--- config.mk ---
export PLATFORM = sky130hd
export DESIGN_NAME = roulette_game_ctrl
export DESIGN_NICKNAME = d
export VERILOG_FILES = /design/src/rtl/roulette_pkg.sv /design/src/rtl/roulette_game_ctrl_cycle_timer.sv /design/src/rtl/roulette_game_ctrl.sv
export SDC_FILE = /design/constraint.sdc
export NUM_CORES = 1
export LEC_CHECK = 0
export CORE_MARGIN = 4
export CORE_UTILIZATION = 55
export CTS_CLUSTER_DIAMETER = 150
export CTS_CLUSTER_SIZE = 16
export DETAILED_ROUTE_END_ITERATION = 8
export PLACE_DENSITY = 0.77
export SETUP_SLACK_MARGIN = 0.2
export SYNTH_ARGS = -nofsm -noshare
export SYNTH_HDL_FRONTEND = slang
export SYNTH_HIERARCHICAL = 1
export SYNTH_SLANG_ARGS = --single-unit
--- constraint.sdc ---
create_clock -name clk -period 4.5 [get_ports clk]
set_input_delay 0.9 -clock clk [delete_from_list [all_inputs] [get_ports clk]]
set_output_delay 0.9 -clock clk [all_outputs]
set_load 0.01 [all_outputs]
--- src/rtl/roulette_pkg.sv ---
// Shared types and default constants for the roulette game controller.
package roulette_pkg;

    localparam int unsigned POS_W            = 3;
    localparam int unsigned DEF_CREDIT_W     = 8;
    localparam int unsigned DEF_INIT_CREDITS = 10;
    localparam int unsigned DEF_BET_COST     = 1;
    localparam int unsigned DEF_WIN_PAYOUT   = 8;
    localparam int unsigned DEF_RESULT_HOLD  = 25_000_000;
    localparam int unsigned DEF_SPIN_TIMEOUT = 50_000_000;

    typedef enum logic [2:0] {
        ST_IDLE      = 3'd0,
        ST_LAUNCH    = 3'd1,
        ST_WAIT_SPIN = 3'd2,
        ST_JUDGE     = 3'd3,
        ST_SHOW      = 3'd4,
        ST_OVER      = 3'd5
    } state_e;

endpackage

--- src/rtl/roulette_game_ctrl_cycle_timer.sv ---
// Loadable down-counter; done_c is high while the count sits at zero.
// A load of N makes done_c rise after N further clock edges.
module roulette_cycle_timer #(
    parameter int unsigned CNT_W = 8
) (
    input  logic             clk,
    input  logic             rst,
    input  logic             load,
    input  logic [CNT_W-1:0] load_val,
    output logic             done_c
);

    logic [CNT_W-1:0] count_q;
    logic [CNT_W-1:0] count_d;

    // Next count: load wins, otherwise decrement until zero.
    always_comb begin
        count_d = count_q;
        if (load) begin
            count_d = load_val;
        end else if (count_q != '0) begin
            count_d = count_q - CNT_W'(1);
        end
    end

    // Count register.
    always_ff @(posedge clk or posedge rst) begin
        if (rst) begin
            count_q <= '0;
        end else begin
            count_q <= count_d;
        end
    end

    assign done_c = (count_q == '0);

endmodule

--- src/rtl/roulette_game_ctrl.sv ---
// Roulette game controller: takes a bet and start press, charges the stake,
// requests a spin, judges the spinner's reply and keeps the credit balance.
// Optional spin timeout with refund is enabled by ROULETTE_SPIN_TIMEOUT_EN.
module roulette_game_ctrl
    import roulette_pkg::*;
#(
    parameter int unsigned INIT_CREDITS = DEF_INIT_CREDITS,
    parameter int unsigned BET_COST     = DEF_BET_COST,
    parameter int unsigned WIN_PAYOUT   = DEF_WIN_PAYOUT,
    parameter int unsigned CREDIT_W     = DEF_CREDIT_W,
    parameter int unsigned RESULT_HOLD  = DEF_RESULT_HOLD,
    parameter int unsigned SPIN_TIMEOUT = DEF_SPIN_TIMEOUT
) (
    input  logic                clk,
    input  logic                rst,
    input  logic                btn_start,
    input  logic [POS_W-1:0]    bet_sel,
    input  logic                spin_done,
    input  logic [POS_W-1:0]    result_pos,
    output logic                start_spin,
    output logic                busy,
    output logic                win,
    output logic                lose,
    output logic                game_over,
    output logic [CREDIT_W-1:0] credits,
    output logic [POS_W-1:0]    last_result,
    output logic [POS_W-1:0]    bet_latched
`ifdef ROULETTE_SPIN_TIMEOUT_EN
    ,
    output logic                timeout_err
`endif
);

    // One timer serves both the result hold and the spin timeout.
    localparam int unsigned TMR_MAX = (RESULT_HOLD > SPIN_TIMEOUT) ? RESULT_HOLD : SPIN_TIMEOUT;
    localparam int unsigned TMR_W   = (TMR_MAX < 2) ? 1 : $clog2(TMR_MAX);

    localparam logic [TMR_W-1:0] HOLD_LOAD =
        TMR_W'((RESULT_HOLD == 0) ? 0 : RESULT_HOLD - 1);
`ifdef ROULETTE_SPIN_TIMEOUT_EN
    localparam logic [TMR_W-1:0] TOUT_LOAD =
        TMR_W'((SPIN_TIMEOUT == 0) ? 0 : SPIN_TIMEOUT - 1);
`endif

    localparam logic [CREDIT_W-1:0] INIT_C = CREDIT_W'(INIT_CREDITS);
    localparam logic [CREDIT_W-1:0] BET_C  = CREDIT_W'(BET_COST);
    localparam logic [CREDIT_W-1:0] PAY_C  = CREDIT_W'(WIN_PAYOUT);

    // Unsigned add clamped at the all-ones credit value.
    function automatic logic [CREDIT_W-1:0] sat_add(input logic [CREDIT_W-1:0] a,
                                                    input logic [CREDIT_W-1:0] b);
        logic [CREDIT_W:0] sum;
        sum = {1'b0, a} + {1'b0, b};
        return sum[CREDIT_W] ? '1 : sum[CREDIT_W-1:0];
    endfunction

    state_e              state_q, state_d;
    logic                btn_q, btn_d;
    logic [CREDIT_W-1:0] credits_q, credits_d;
    logic [POS_W-1:0]    bet_latched_q, bet_latched_d;
    logic [POS_W-1:0]    last_result_q, last_result_d;
    logic                start_spin_q, start_spin_d;
    logic                busy_q, busy_d;
    logic                win_q, win_d;
    logic                lose_q, lose_d;
    logic                game_over_q, game_over_d;
`ifdef ROULETTE_SPIN_TIMEOUT_EN
    logic                timeout_err_q, timeout_err_d;
`endif

    logic                rise_c;
    logic                tmr_load_c;
    logic [TMR_W-1:0]    tmr_val_c;
    logic                tmr_done_c;

    roulette_cycle_timer #(
        .CNT_W (TMR_W)
    ) u_timer (
        .clk      (clk),
        .rst      (rst),
        .load     (tmr_load_c),
        .load_val (tmr_val_c),
        .done_c   (tmr_done_c)
    );

    assign rise_c = btn_start & ~btn_q;

    // Next-state, credit arithmetic and registered output values.
    always_comb begin
        state_d        = state_q;
        btn_d          = btn_start;
        credits_d      = credits_q;
        bet_latched_d  = bet_latched_q;
        last_result_d  = last_result_q;
        win_d          = win_q;
        lose_d         = lose_q;
        tmr_load_c     = 1'b0;
        tmr_val_c      = '0;
`ifdef ROULETTE_SPIN_TIMEOUT_EN
        timeout_err_d  = timeout_err_q;
`endif

        case (state_q)
            ST_IDLE: begin
                if (rise_c && (credits_q >= BET_C)) begin
                    bet_latched_d = bet_sel;
                    credits_d     = credits_q - BET_C;
                    state_d       = ST_LAUNCH;
                end
            end
            ST_LAUNCH: begin
                state_d = ST_WAIT_SPIN;
`ifdef ROULETTE_SPIN_TIMEOUT_EN
                tmr_load_c = 1'b1;
                tmr_val_c  = TOUT_LOAD;
`endif
            end
            ST_WAIT_SPIN: begin
                if (spin_done) begin
                    last_result_d = result_pos;
                    state_d       = ST_JUDGE;
                end
`ifdef ROULETTE_SPIN_TIMEOUT_EN
                else if (tmr_done_c) begin
                    credits_d     = sat_add(credits_q, BET_C);
                    timeout_err_d = 1'b1;
                    state_d       = ST_IDLE;
                end
`endif
            end
            ST_JUDGE: begin
                if (last_result_q == bet_latched_q) begin
                    credits_d = sat_add(credits_q, PAY_C);
                    win_d     = 1'b1;
                end else begin
                    lose_d    = 1'b1;
                end
                tmr_load_c = 1'b1;
                tmr_val_c  = HOLD_LOAD;
                state_d    = ST_SHOW;
            end
            ST_SHOW: begin
                if (tmr_done_c) begin
                    win_d   = 1'b0;
                    lose_d  = 1'b0;
                    state_d = (credits_q < BET_C) ? ST_OVER : ST_IDLE;
                end
            end
            ST_OVER: begin
                if (rise_c) begin
                    credits_d = INIT_C;
                    state_d   = ST_IDLE;
                end
            end
            default: begin
                state_d = ST_IDLE;
            end
        endcase

        start_spin_d = (state_d == ST_LAUNCH);
        busy_d       = (state_d == ST_LAUNCH) || (state_d == ST_WAIT_SPIN) || (state_d == ST_JUDGE);
        game_over_d  = (state_d == ST_OVER);
    end

    // State and output registers.
    always_ff @(posedge clk or posedge rst) begin
        if (rst) begin
            state_q       <= ST_IDLE;
            btn_q         <= 1'b0;
            credits_q     <= INIT_C;
            bet_latched_q <= '0;
            last_result_q <= '0;
            start_spin_q  <= 1'b0;
            busy_q        <= 1'b0;
            win_q         <= 1'b0;
            lose_q        <= 1'b0;
            game_over_q   <= 1'b0;
`ifdef ROULETTE_SPIN_TIMEOUT_EN
            timeout_err_q <= 1'b0;
`endif
        end else begin
            state_q       <= state_d;
            btn_q         <= btn_d;
            credits_q     <= credits_d;
            bet_latched_q <= bet_latched_d;
            last_result_q <= last_result_d;
            start_spin_q  <= start_spin_d;
            busy_q        <= busy_d;
            win_q         <= win_d;
            lose_q        <= lose_d;
            game_over_q   <= game_over_d;
`ifdef ROULETTE_SPIN_TIMEOUT_EN
            timeout_err_q <= timeout_err_d;
`endif
        end
    end

    assign start_spin  = start_spin_q;
    assign busy        = busy_q;
    assign win         = win_q;
    assign lose        = lose_q;
    assign game_over   = game_over_q;
    assign credits     = credits_q;
    assign last_result = last_result_q;
    assign bet_latched = bet_latched_q;
`ifdef ROULETTE_SPIN_TIMEOUT_EN
    assign timeout_err = timeout_err_q;
`endif

endmodule

==> impl_metrics.yaml <==
status:
  outcome: "complete, no violations"
floorplan:
  core_area_um2: 5170
  dieArea_um2: 6640
  start_util: 0.574
  io_pins: 29
  die_w_um: 81.5
  rows: 26
  die_y_um: 81.5
final_layout:
  areaGrowthSynthToFinish_pct: 15.3
  layout_commonest_cell: "nand2_1"
  fin_area_um2: 3420
  final_cell_mix: "49 x nand2_1, 47 x dfrtp_1, 28 x clkdlybuf4s50_1"
  nets: 366
  drive_above_1_share: 0.0966
  diodes: 0
worst_setup_path:
  worstPathArrival_ns: 2.99
  cp.required_ns: 4.72
  worstSetupEndpointType: "flop"
  slowest_delay_ns: 0.49
  worstSetupEndpoint: "credits[5]"
  crit_slowest_cell: "clkdlybuf4s50_1"
  worstReg2RegEnd: "u_timer/count_q[1]"
  cp-startpoint: "btn_start"
  rr_startpoint: "u_timer/count_q[21]"
  path_max_fanout: 7
  path_cells: "clkdlybuf4s50_1 > or3b_1 > a311o_2 > a211oi_4 > o221ai_2 > a22o_1"
  crit_type: "in2reg"
  crit_path_start_kind: "input pin"
  r2r_slack_ns: 1.86
  reg2reg_depth: 5
timing:
  fin_crit_ns: 2.78
  fmax_mhz: 360
  setup_tns_ns: 0
  hold_viol: 0
  rsz0062_at_grt: "no"
  finalMaxSlewViolations: 0
  setup_viol: 0
  slew_headroom: 0.333
  fin_crit_sh: 0.617
  skew_ns: 0.0137
  tightest_slew_ns: 1.00
global_route:
  grt_first_pass_wirelength_um: 10700
  grtUsageTotal: 0.206
  grt_max_degree: 58
  first_global_vias: 2415
  overflow: 0
  antenna_found_initial: 0
route:
  wl_met3_um: 209
  num_vias: 2363
  avgRoutedWirePerCell_um: 14.6
  dr.pass1.iters: 4
  vias_per_cell: 5.60
  met1_length_um: 2750
  drc_errors: 0
  ant_nets: 0
  dr.max_layer_used: "met4"
  wirelength_um: 6140
  wl_met2_um: 3060
  drtIter0Drc: 96
placement:
  gp_routability_congestion: 0.833
  hpwl_um: 4360
  dpl-instance-area_um2: 3310
  portBuffers: 28
clock_tree:
  cts_made_buffers: 5
  root_buffer: "clkbuf_8"
  holdBufCountCts: 0
  htreeDepth: 2
  numClockSinks: 49
  clkTransAtPathRegs_ns: 0.10
  clock_latency_ns: 0.32
  clockBufferDepth: 2
  cts_resized: 0
  cts_tree: "yes"
  postCtsSetupRepairBufs: 0
logic_synthesis:
  ys_seq_elements: 49
  async_flop_share: 1.00
  synth.distinct_cells: 63
  synth_edf_count: 0
  yosysWarnings: 6
  synth_area_per_cell_um2: 9.27
  netlist_area_um2: 2970
  synth-seq-area-share: 0.414
  synthFlopType: "dfrtp_1"
  syn_inst: 320
hold_path:
  hp-class: "reg2reg"
pwr:
  power_density_nw_per_um2: 648
  vdd_ir_drop_max_mv: 0.346
  fin_total_pwr_uw: 2220
  power.static_leakage_uw: 0.00134
job:
  drv_cap: 0
cells in the mapped netlist, types with 5 or more instances:
library cell	count	area share
nand2_1	49	0.062
dfrtp_1	47	0.40
nor2_1	26	0.033
xnor2_1	16	0.047
o21ai_0	14	0.024
nand3_1	11	0.019
xor2_1	11	0.032
nor3_1	10	0.017
o31ai_1	10	0.025
clkbuf_1	9	0.011
inv_1	9	0.011
a21oi_1	7	0.012
ha_1	5	0.021
mux2_2	5	0.019
or3_1	5	0.011
flip-flops by register name, summed over array words and instances, names as in the netlist:
| register | cells |
|---|---|
| u_timer/count_q | 26 |
| credits | 8 |
| bet_latched | 3 |
| last_result | 3 |
| state_q | 3 |
| btn_q | 1 |
| busy | 1 |
| game_over | 1 |
| lose | 1 |
| start_spin | 1 |
| win | 1 |
final cells by class:
cell class,count,area [um2]
fill,421,1750
multi-input combinational,255,1670
sequential,49,1230
timing repair buffer,29,288
tap,70,87.6
clock buffer,5,68.8
clock inverter,3,43.8
inverter,11,41.3
report_power, final:
group          switching [uW]  internal [uW]  leakage, uW
clock                     158            167    0.0000585
combinational             476            503     0.000677
sequential                280            634     0.000607
layer usage:
| layer | GRT usage | vias to the layer above |
|---|---|---|
| met2 | 0.363 | 40 |
| met1 | 0.244 | 1118 |
| met3 | 0.0406 | 12 |
| met4 | 0.0861 | 0 |
| li1 | - | 1193 |
| met5 | 0 | - |
cell families (layout without fill, tap and decap cells):
family                   after synthesis  after routing  synth area share
AND/OR/NAND/NOR                      143            143             0.268
flip-flops                            49             49             0.414
multiplexers                           8              8            0.0295
XOR/XNOR                              27             27            0.0797
AO/OA/AOI/OAI                         63             63             0.151
other                                  1              9           0.00126
adder cells (fa/ha/maj)                5              5            0.0211
buffers and inverters                 24             48            0.0350
how the worst min path moves through the flow:
stage                     from    to  slack [ns]  cells past startpoint
after floorplan           lose  lose        0.52                      1
after global placement     win   win        0.46                      1
after detailed placement   win   win        0.47                      1
after CTS                  win   win        0.49                      1
after global routing       win   win        0.51                      1
final                      win   win        0.49                      1
per-stage QoR:
step	instances	setup WS, ns	hold WS [ns]	util
floorplan	328	2.04	0.518	-
global placement	414	1.46	0.463	0.640
detailed placement	414	1.40	0.469	0.640
CTS	422	1.75	0.493	0.662
global route	422	1.63	0.515	0.662
finish	422	1.72	0.491	0.662
worst max-delay path: cells and delay by family:
kind,cells,cell delay (ns)
AOI/OAI and AO/OA,4,1.21
buffers and inverters,1,0.49
and+or+nand+nor,1,0.38
(Power assumes the default switching activity.)
